<file path="src/rtl/tess_topo_tri_pkg.sv">
// Shared types for the triangle-domain tessellation topology stage.
package tess_pkg;
  localparam int TESS_LVL_W = 8;
  localparam int TESS_IDX_W = 16;

  typedef struct packed {
    logic [TESS_IDX_W-1:0] v0;
    logic [TESS_IDX_W-1:0] v1;
    logic [TESS_IDX_W-1:0] v2;
    logic                  last;
  } tess_tri_t;

  typedef enum logic [1:0] {IDLE, RUN, DRAIN} tess_state_e;

  // Domain points in a triangle patch of level L: (L+1)(L+2)/2.
  function automatic logic [31:0] tess_num_points(input logic [TESS_LVL_W-1:0] lvl);
    logic [31:0] l;
    l = {24'd0, lvl};
    return ((l + 32'd1) * (l + 32'd2)) >> 1;
  endfunction
endpackage

</file>
<file path="src/rtl/tess_topo_tri_fifo.sv">
// Triangle FIFO: up to two pushes and one pop per cycle; flush empties it.
module tess_tri_fifo
  import tess_pkg::*;
#(
  parameter int DEPTH = 4,
  localparam int AW = $clog2(DEPTH),
  localparam int DW = $bits(tess_tri_t)
) (
  input  logic          clk,
  input  logic          rst,
  input  logic          flush,
  input  logic          push0,
  input  logic          push1,
  input  logic [DW-1:0] din0,
  input  logic [DW-1:0] din1,
  input  logic          pop,
  output logic [DW-1:0] dout,
  output logic          empty,
  output logic [AW:0]   free
);
  logic [DW-1:0] mem_q [DEPTH];
  logic [AW-1:0] rd_q, wr_q, wr1;
  logic [AW:0]   cnt_q, cnt_d;
  logic [AW:0]   n_push;
  logic          pop_ok;

  assign wr1    = wr_q + AW'(1);
  assign n_push = (AW+1)'(push0) + (AW+1)'(push1);
  assign pop_ok = pop && (cnt_q != '0);
  assign cnt_d  = cnt_q + n_push - (AW+1)'(pop_ok);

  always_ff @(posedge clk) begin
    if (rst || flush) begin
      rd_q  <= '0;
      wr_q  <= '0;
      cnt_q <= '0;
    end else begin
      rd_q  <= rd_q + AW'(pop_ok);
      wr_q  <= wr_q + n_push[AW-1:0];
      cnt_q <= cnt_d;
    end
  end

  // Storage needs no reset: nothing is read out while the count is zero.
  always_ff @(posedge clk) begin
    if (push0) mem_q[wr_q] <= din0;
    if (push1) mem_q[wr1]  <= din1;
  end

  assign dout  = mem_q[rd_q];
  assign empty = (cnt_q == '0);
  assign free  = (AW+1)'(DEPTH) - cnt_q;
endmodule

</file>
<file path="src/rtl/tess_topo_tri.sv">
// Turns the (i,j) barycentric point walk of a triangle patch into indexed
// triangles (DOWN then UP per point), checking the walk order on the way.
module tess_topo_tri
  import tess_pkg::*;
#(
  parameter int IDX_W      = TESS_IDX_W,
  parameter int FIFO_DEPTH = 4
) (
  input  logic             clk,
  input  logic             rst,
  input  logic             start,
  input  logic [7:0]       tess_level,
  input  logic             in_valid,
  output logic             in_ready,
  input  logic [7:0]       in_i,
  input  logic [7:0]       in_j,
  input  logic             in_last,
  output logic             tri_valid,
  input  logic             tri_ready,
  output logic [IDX_W-1:0] tri_v0,
  output logic [IDX_W-1:0] tri_v1,
  output logic [IDX_W-1:0] tri_v2,
  output logic             tri_last,
  output logic             busy,
  output logic             seq_err
);
  localparam int FAW = $clog2(FIFO_DEPTH);

  tess_state_e      state_q;
  logic [7:0]       lvl_q, exp_i_q, exp_j_q;
  logic [IDX_W-1:0] vidx_q, row_base_q, prev_base_q;
  logic             seq_err_q;

  logic             acc, row_start, row_end, last_pt, mismatch;
  logic             has_down, has_up, fifo_empty;
  logic [FAW:0]     fifo_free;
  logic [IDX_W-1:0] p, pj;
  tess_tri_t        down_tri, up_tri, head;

  assign in_ready = (state_q == RUN) && !start && (fifo_free >= (FAW+1)'(2));
  assign acc      = in_valid && in_ready;

  // First point of a row rolls the bases; the triangle must see the new ones.
  assign row_start = (exp_j_q == 8'd0) && (exp_i_q != 8'd0);
  assign row_end   = (exp_j_q == lvl_q - exp_i_q);
  assign last_pt   = (exp_i_q == lvl_q) && (exp_j_q == 8'd0);
  assign mismatch  = (in_i != exp_i_q) || (in_j != exp_j_q) || (in_last && !last_pt);
  assign p         = row_start ? row_base_q : prev_base_q;
  assign pj        = p + IDX_W'(exp_j_q);
  assign has_up    = (exp_i_q != 8'd0);
  assign has_down  = has_up && (exp_j_q != 8'd0);

  always_comb begin
    down_tri      = '0;
    down_tri.v0   = vidx_q - 1'b1;
    down_tri.v1   = pj;
    down_tri.v2   = vidx_q;
    up_tri        = '0;
    up_tri.v0     = pj;
    up_tri.v1     = pj + 1'b1;
    up_tri.v2     = vidx_q;
    up_tri.last   = in_last;
  end

  tess_tri_fifo #(.DEPTH(FIFO_DEPTH)) u_fifo (
    .clk   (clk),
    .rst   (rst),
    .flush (start),
    .push0 (acc && has_up),
    .push1 (acc && has_down),
    .din0  (has_down ? down_tri : up_tri),
    .din1  (up_tri),
    .pop   (tri_valid && tri_ready),
    .dout  (head),
    .empty (fifo_empty),
    .free  (fifo_free)
  );

  always_ff @(posedge clk) begin
    if (rst) begin
      state_q     <= IDLE;
      lvl_q       <= 8'd1;
      exp_i_q     <= '0;
      exp_j_q     <= '0;
      vidx_q      <= '0;
      row_base_q  <= '0;
      prev_base_q <= '0;
      seq_err_q   <= 1'b0;
    end else if (start) begin
      state_q     <= RUN;
      lvl_q       <= (tess_level == 8'd0) ? 8'd1 : tess_level;
      exp_i_q     <= '0;
      exp_j_q     <= '0;
      vidx_q      <= '0;
      row_base_q  <= '0;
      prev_base_q <= '0;
      seq_err_q   <= 1'b0;
    end else begin
      case (state_q)
        RUN: if (acc) begin
          vidx_q <= vidx_q + 1'b1;
          if (row_start) begin
            prev_base_q <= row_base_q;
            row_base_q  <= vidx_q;
          end
          if (row_end) begin
            exp_i_q <= exp_i_q + 8'd1;
            exp_j_q <= '0;
          end else begin
            exp_j_q <= exp_j_q + 8'd1;
          end
          if (mismatch) seq_err_q <= 1'b1;
          if (in_last)  state_q   <= DRAIN;
        end
        DRAIN: if (fifo_empty) state_q <= IDLE;
        default: state_q <= state_q;
      endcase
    end
  end

  assign tri_valid = !fifo_empty;
  assign tri_v0    = tri_valid ? head.v0 : '0;
  assign tri_v1    = tri_valid ? head.v1 : '0;
  assign tri_v2    = tri_valid ? head.v2 : '0;
  assign tri_last  = tri_valid && head.last;
  assign busy      = (state_q != IDLE) || !fifo_empty;
  assign seq_err   = seq_err_q;
endmodule

</file>
<file path="config.mk">
export PLATFORM = sky130hd
export DESIGN_NAME = tess_topo_tri
export DESIGN_NICKNAME = d
export VERILOG_FILES = /design/src/rtl/tess_topo_tri_pkg.sv /design/src/rtl/tess_topo_tri_fifo.sv /design/src/rtl/tess_topo_tri.sv
export SDC_FILE = /design/constraint.sdc
export NUM_CORES = 1
export LEC_CHECK = 0
export CORE_MARGIN = 2
export CORE_UTILIZATION = 54
export CTS_CLUSTER_SIZE = 8
export DETAILED_ROUTE_END_ITERATION = 6
export PLACE_DENSITY = 0.71
export SLEW_MARGIN = 20
export SYNTH_ARGS = -nofsm -noshare
export SYNTH_HDL_FRONTEND = slang
export SYNTH_SLANG_ARGS = --single-unit
</file>
<file path="constraint.sdc">
create_clock -name clk -period 5.8 [get_ports clk]
set_input_delay 1.16 -clock clk [delete_from_list [all_inputs] [get_ports clk]]
set_output_delay 1.16 -clock clk [all_outputs]
set_load 0.02 [all_outputs]
</file>
==> results.txt, run 1 <==
outcome: complete, but fails checks
failing checks: design-rule violations
Starting Density: 55.1%
post-synthesis mux area share: 9.98%
TritonCTS Buffers: 40
DP Cell Count: 1639
Synth area leader: edfxtp_1
CP required: 6.06 ns
Port-buffer cells: 82
Simple-Gate Fraction of Synth Area: 15.1%
pre-CTS setup slack: 0.778 ns
asr flop ratio synth: 0%
Pleak: 5.96 nW
largest net degree at the start of global routing: 51
R2R depth: 17
Row Count: 59
Period minus WS final: 5.11 ns
wire length of the first global-routing pass: 54.6 mm
Avg WL per Cell: 20.0 µm
non-filler instance count after layout: 1708
largest family of logic cells by synthesized area: simple AND/OR/NAND/NOR gates
delay of the slowest critical-path stage: 0.47 ns
CTS Hold Bufs: 0
share of the synthesized area in the top cell type: 40.9%
Rel. slew slack: 24.9%
Worst Setup SP: exp_j_q[1]$_SDFFE_PP0P_
crit-path leading delay family: compound AO/OA/AOI/OAI gates
RR Endpoint: u_fifo.mem_q[0][31]$_DFFE_PP_
clk_lat worst skew: 0.52 ns
RSZ-0062 raised after global routing: no
max-slew violation count: 0
top post-synthesis cells by area: edfxtp_1, dfxtp_1, mux4_2
Clk pin slew, worst setup/hold paths: 0.05 ns
core area: 0.0261 mm²
Startpoint Class: flip-flop
CTS Root Cell: clkbuf_16
Pwr Density: 260 mW/mm²
Post-route DRC: 10
fin area: 0.0167 mm²
XOR/XNOR Fraction of Synth Area: 8.80%
Final TNS setup: 0 ns
Yosys reg bits: 278
sequential fraction of the synthesis area: 52.3%
Highest Clock Rate: 196 MHz
Worst path slowest cell: or4b_4
Routed Antenna Nets: 0
vias in the first global route: 10.1k
Worst VDD drop: 0.181 mV
syn nets: 1341
DP Area: 0.0156 mm²
worst hold slack: 0.452 ns
Via density: 5.86
metal2 WL: 16.7 mm
Critical Path Stages: 17
DR iter-0 viols: 885
total of max-cap violations: 0
Setup-failing EPs final: 0
post-synthesis area per instance: 11.3 µm²
final net count: 1412
TritonCTS clock tree: yes
area grow syn2layout: 16.1%
Syn Inst Count: 1275
Synth Area in Adders: 3.28%
wl on met1: 14.3 mm
Worst-Margin Slew: 1.13 ns
initial antenna violation count: 1
metal3 WL: 2.05 mm
worst hold path startpoint: prev_base_q[2]$_SDFFE_PP0P_
Detailed Place HPWL: 22.1 mm
synthesized cell area: 0.0144 mm²
GRT overflow: 0
CTS-repair resized insts: 0
critical path capture point type: flip-flop
Power, Total: 4.35 mW
routability cong.: 0.938
critical path arrival: 5.37 ns
setup bufs post-CTS: 0
Final Skew: 0.0118 ns
Worst R2R Setup Slack: 0.69 ns
crit-path max FO: 17
CTS sink cnt: 278
CP bufs+invs: 4
Top Ports: 83
final core utilization: 64.0%
Synth Flop Type: edfxtp_1
Cell Chain, Critical Path: inv_1 > ha_1 > or4b_4 > a211oi_4 > buf_4 > mux2i_1 > inv_1 > ha_1 > a211oi_1 > o211ai_1 > a41oi_1 > a32o_1 > buf_4 > a21boi_4 > nand4_4 > nor3_2 > xor2_1
setup ws final: 0.688 ns
die width: 167 µm
period utilization: 88.1%
Vias: 10.0k
DRT Pass-1 Iters: 7
GRT Total Usage: 24.9%
Die ar.: 0.0280 mm²
maximum root-to-sink buffer count: 3
CP endpoint: u_fifo.mem_q[0][31]$_DFFE_PP_
H-tree Lvls: 2
DIE HEIGHT: 167 µm
total wire length: 34.2 mm
Hold WC Path Type: reg -> reg
ratio of cells with drive above 1 in the final layout: 12.0%
fill count: 2071
Synth Warn #: 0
worst r2r src: exp_j_q[1]$_SDFFE_PP0P_
count of final hold-check violations: 0
ANT cells: 0
post-synthesis compound-gate area fraction: 7.38%
Distinct cells, synth: 64
worst setup path class: reg -> reg
max layer used: met4
EDFF count, synth: 196
final cells by class:
cell class	count	area (µm²)	area share, %
clock buffers	66	1110	6.63
repair buffers	109	1020	6.12
clock inverters	3	45.0	0.269
flip-flops and latches	278	7530	45.1
inverters	33	124	0.741
multi-input cells	884	6460	38.7
well taps	335	419	2.51
kinds of logic after synthesis:
group / count (synthesis)
AND/OR/NAND/NOR: 443
multiplexers: 79
XOR/XNOR: 143
adder cells (fa/ha/maj): 36
flip-flops: 278
buffers and inverters: 113
AO/OA/AOI/OAI: 183
registers in the layout (all words and copies together) (netlist names):
| signal | flops |
|---|---|
| seq_err | 1 |
| lvl_q | 8 |
| exp_i_q | 8 |
| u_fifo.wr_q | 2 |
| u_fifo.cnt_q | 3 |
| prev_base_q | 16 |
| row_base_q | 16 |
| vidx_q | 16 |
| exp_j_q | 8 |
| u_fifo.mem_q | 196 |
| u_fifo.rd_q | 2 |
| state_q | 2 |
layer usage:
| layer | vias up | track usage (%) |
|---|---|---|
| met4 | 0 | 10.1 |
| met3 | 65 | 4.04 |
| met5 | - | 0 |
| met1 | 4895 | 32.4 |
| met2 | 359 | 42.0 |
| li1 | 4687 | - |
power breakdown:
group          total (mW)  switching (mW)  leakage [nW]  internal, mW
sequential           2.11         0.00467          2.60          2.11
clock                2.13           0.830         0.551          1.30
combinational       0.108          0.0582          2.80        0.0496
how the worst min path moves through the flow:
stage	end	depth (start not counted)	slack, ns
after floorplan	prev_base_q[0]$_SDFFE_PP0P_	2	0.43
final	prev_base_q[2]$_SDFFE_PP0P_	2	0.45
after global placement	prev_base_q[2]$_SDFFE_PP0P_	2	0.44
after global routing	prev_base_q[6]$_SDFFE_PP0P_	2	0.48
after CTS	prev_base_q[0]$_SDFFE_PP0P_	2	0.45
after detailed placement	prev_base_q[0]$_SDFFE_PP0P_	2	0.45
worst register-to-register path, delay by kind of cell, from the launching register on:
kind | cells | cell delay [ns]
compound gates | 6 | 1.83
mux | 1 | 0.32
fa+ha+maj | 2 | 0.44
flops | 1 | 0.43
buf+inv | 4 | 0.80
simple gates | 3 | 0.95
xor+xnor | 1 | 0.10
cell usage after synthesis, types with 3 or more instances:
cell / number
edfxtp_1: 196
nand2_1: 180
xnor2_1: 87
dfxtp_1: 82
nor2_1: 79
a21oi_1: 78
and2_1: 58
clkbuf_1: 54
xor2_1: 54
mux4_2: 49
o21ai_0: 47
ha_1: 33
inv_1: 33
nand3_1: 23
nor3_1: 20
mux2i_1: 18
o21ai_1: 18
nand4_1: 17
and3_1: 16
buf_2: 16
nor3_2: 9
buf_1: 8
mux2_2: 8
nor4_1: 8
nor2b_1: 7
o211ai_1: 6
a21o_1: 5
and4_1: 5
or3_1: 5
a22oi_1: 4
a31o_2: 3
fa_1: 3
mux2i_2: 3
o31ai_1: 3
or4_1: 3
cell usage in the layout, fill, tap and decap left out, types with 23 or more instances in the layout:
master and n:
o21ai_0 47, mux4_2 49, edfxtp_1 196, xor2_1 54, inv_1 33, nand3_1 23, and2_1 58, ha_1 33
nand2_1 180, a21oi_1 77, buf_4 27, clkbuf_16 40, dfxtp_1 80, clkbuf_1 25, xnor2_1 87, clkdlybuf4s50_1 82
nor2_1 76
(Power assumes the default switching activity.)
==> run 2, diff against run 1 <==
--- a/config.mk
+++ b/config.mk
@@ -5,11 +5,12 @@
 export SDC_FILE = /design/constraint.sdc
 export NUM_CORES = 1
 export LEC_CHECK = 0
+export CAP_MARGIN = 40
 export CORE_MARGIN = 2
 export CORE_UTILIZATION = 54
 export CTS_CLUSTER_SIZE = 8
 export DETAILED_ROUTE_END_ITERATION = 6
-export PLACE_DENSITY = 0.71
+export PLACE_DENSITY = 0.74
 export SLEW_MARGIN = 20
 export SYNTH_ARGS = -nofsm -noshare
 export SYNTH_HDL_FRONTEND = slang
==> constraint.sdc (replaced) <==
create_clock -name clk -period 4.6 [get_ports clk]
set_input_delay 0.92 -clock clk [delete_from_list [all_inputs] [get_ports clk]]
set_output_delay 0.92 -clock clk [all_outputs]
set_load 0.02 [all_outputs]
==> results.txt, run 2 (synthesized netlist as in run 1, its figures left out) <==
ratio of cells with drive above 1 in the final layout: 14.5%
Top Ports: 83
CTS Root Cell: clkbuf_16
CP bufs+invs: 3
crit-path leading delay family: simple AND/OR/NAND/NOR gates
critical path capture point type: flip-flop
maximum root-to-sink buffer count: 3
register name with the most flops: u_fifo.mem_q
RR Endpoint: u_fifo.mem_q[3][29]$_DFFE_PP_
Min-Delay Endpoint: prev_base_q[15]$_SDFFE_PP0P_
critical path arrival: 4.57 ns
fill count: 1985
TritonCTS Buffers: 40
final core utilization: 65.0%
Final Skew: 0.0213 ns
Power, Total: 5.45 mW
number of flip-flops in the largest register: 196
initial antenna violation count: 1
Rel. slew slack: 45.0%
Hold WC Path Type: reg -> reg
period utilization: 93.9%
worst hold path startpoint: prev_base_q[15]$_SDFFE_PP0P_
Port-buffer cells: 82
clk_lat worst skew: 0.53 ns
commonest non-fill, non-tap cell in the layout: edfxtp_1
Startpoint Class: flip-flop
R2R depth: 16
Top cell by count, worst path: ha_1
total of max-cap violations: 0
failing checks: design-rule violations
crit-path max FO: 6
DP Area: 0.0158 mm²
CP required: 4.85 ns
total wire length: 35.0 mm
Pwr Density: 321 mW/mm²
Worst R2R Setup Slack: 0.28 ns
most frequent cells in the layout: edfxtp_1, nand2_1, xnor2_1, clkdlybuf4s50_1, dfxtp_1
max-slew violation count: 0
worst r2r src: exp_j_q[1]$_SDFFE_PP0P_
Via density: 5.83
GRT Total Usage: 25.4%
outcome: complete, but fails checks
Cell Chain, Critical Path: inv_1 > ha_1 > or4b_4 > a211oi_4 > mux2_2 > ha_1 > inv_1 > fa_1 > inv_2 > ha_1 > and2_1 > and4_2 > and4_1 > nand4_1 > nor2_1 > xor2_1
CTS Hold Bufs: 0
Pleak: 6.13 nW
Routed Antenna Nets: 0
Period minus WS final: 4.32 ns
area grow syn2layout: 18.0%
Starting Density: 55.1%
Worst VDD drop: 0.219 mV
DRT Pass-1 Iters: 7
die width: 167 µm
delay of the slowest critical-path stage: 0.48 ns
vias in the first global route: 10.1k
final net count: 1442
ANT cells: 0
DIE HEIGHT: 167 µm
fin area: 0.0170 mm²
Row Count: 59
area of the multi-input gates: 0.00651 mm²
largest net degree at the start of global routing: 51
Vias: 10.1k
core area: 0.0261 mm²
RSZ-0062 raised after global routing: no
CTS sink cnt: 278
Highest Clock Rate: 231 MHz
Hold Path Cell Cnt: 2
worst setup path class: reg -> reg
wire length of the first global-routing pass: 55.7 mm
H-tree Lvls: 2
DR iter-0 viols: 866
GRT overflow: 0
Detailed Place HPWL: 23.2 mm
Avg WL per Cell: 20.2 µm
DP Cell Count: 1665
Worst-Margin Slew: 0.819 ns
Post-route DRC: 7
Worst path slowest cell: fa_1
Setup-failing EPs final: 0
Final TNS setup: 0 ns
Sequential Area: 0.00753 mm²
TritonCTS clock tree: yes
routability cong.: 0.889
Clk pin slew, worst setup/hold paths: 0.05 ns
Die ar.: 0.0280 mm²
count of final hold-check violations: 0
non-filler instance count after layout: 1732
==> run 2: changes by cell type in the layout (fill, tap and decap cells not counted), moves of 2 or more <==
cell and change:
a21oi_1 -2, buf_12 +2, buf_4 +27, clkbuf_1 -6, mux2i_4 +2
==> run 2: per-stage QoR <==
| step | hold slack [ns] | setup slack, ns |
|---|---|---|
| floorplan | 0.434 | -0.599 |
| global placement | 0.442 | 0.146 |
| detailed placement | 0.446 | 0.0278 |
| CTS | 0.452 | 0.0243 |
| global route | 0.477 | 0.00740 |
| finish | 0.455 | 0.279 |
==> run 2: routing by layer <==
| metal | track usage, % | vias to the layer above | part of all wire [%] |
|---|---|---|---|
| met5 | 0 | - | 0.037 |
| met4 | 8.88 | 2 | 3.2 |
| met3 | 3.88 | 80 | 5.8 |
| met2 | 44.7 | 352 | 50 |
| met1 | 32.2 | 4928 | 41 |
| li1 | - | 4737 | - |
==> run 2: how the worst max path moves through the flow <==
| stage | from | end | slack (ns) | depth (start not counted) |
|---|---|---|---|---|
| detailed placement | exp_j_q[1]$_SDFFE_PP0P_ | u_fifo.mem_q[2][31]$_DFFE_PP_ | 0.03 | 15 |
| global route | exp_j_q[1]$_SDFFE_PP0P_ | u_fifo.mem_q[3][30]$_DFFE_PP_ | 0.007 | 15 |
| finish | exp_j_q[1]$_SDFFE_PP0P_ | u_fifo.mem_q[3][29]$_DFFE_PP_ | 0.28 | 16 |
| CTS | exp_j_q[1]$_SDFFE_PP0P_ | u_fifo.mem_q[2][31]$_DFFE_PP_ | 0.02 | 15 |
| global placement | exp_j_q[1]$_SDFFE_PP0P_ | u_fifo.mem_q[3][32]$_DFFE_PP_ | 0.15 | 15 |
| floorplan | start | u_fifo.mem_q[1][0]$_DFFE_PP_ | -0.60 | 7 |
==> run 2: where the power goes <==
part	leakage [nW]	internal (mW)	switching, mW
Sequential	2.60	2.66	0.00415
Combinational	2.99	0.0641	0.0756
Clock	0.544	1.62	1.03
==> run 2: cell type report <==
type                    count  share of cell area, %
flip-flops and latches    278                   44.3
multi-input cells         884                   38.3
repair buffers            139                   7.54
clock buffers              60                   6.39
well taps                 335                   2.47
inverters                  33                  0.729
clock inverters             3                  0.265
==> run 2: repair_timing <==
action / in CTS / in global routing
gates resized for setup: 0 / 6
endpoints found under the setup margin: 0 / 25
setup buffers: 0 / 4
==> run 2: worst reg2reg max path: stages, from the launching register on <==
cell and delay (ns):
dfxtp_1 0.30, inv_1 0.10, ha_1 0.15, or4b_4 0.47, a211oi_4 0.22, mux2_2 0.37, ha_1 0.21, inv_1 0.07
fa_1 0.48, inv_2 0.14, ha_1 0.23, and2_1 0.16, and4_2 0.31, and4_1 0.32, nand4_1 0.24, nor2_1 0.20
xor2_1 0.08
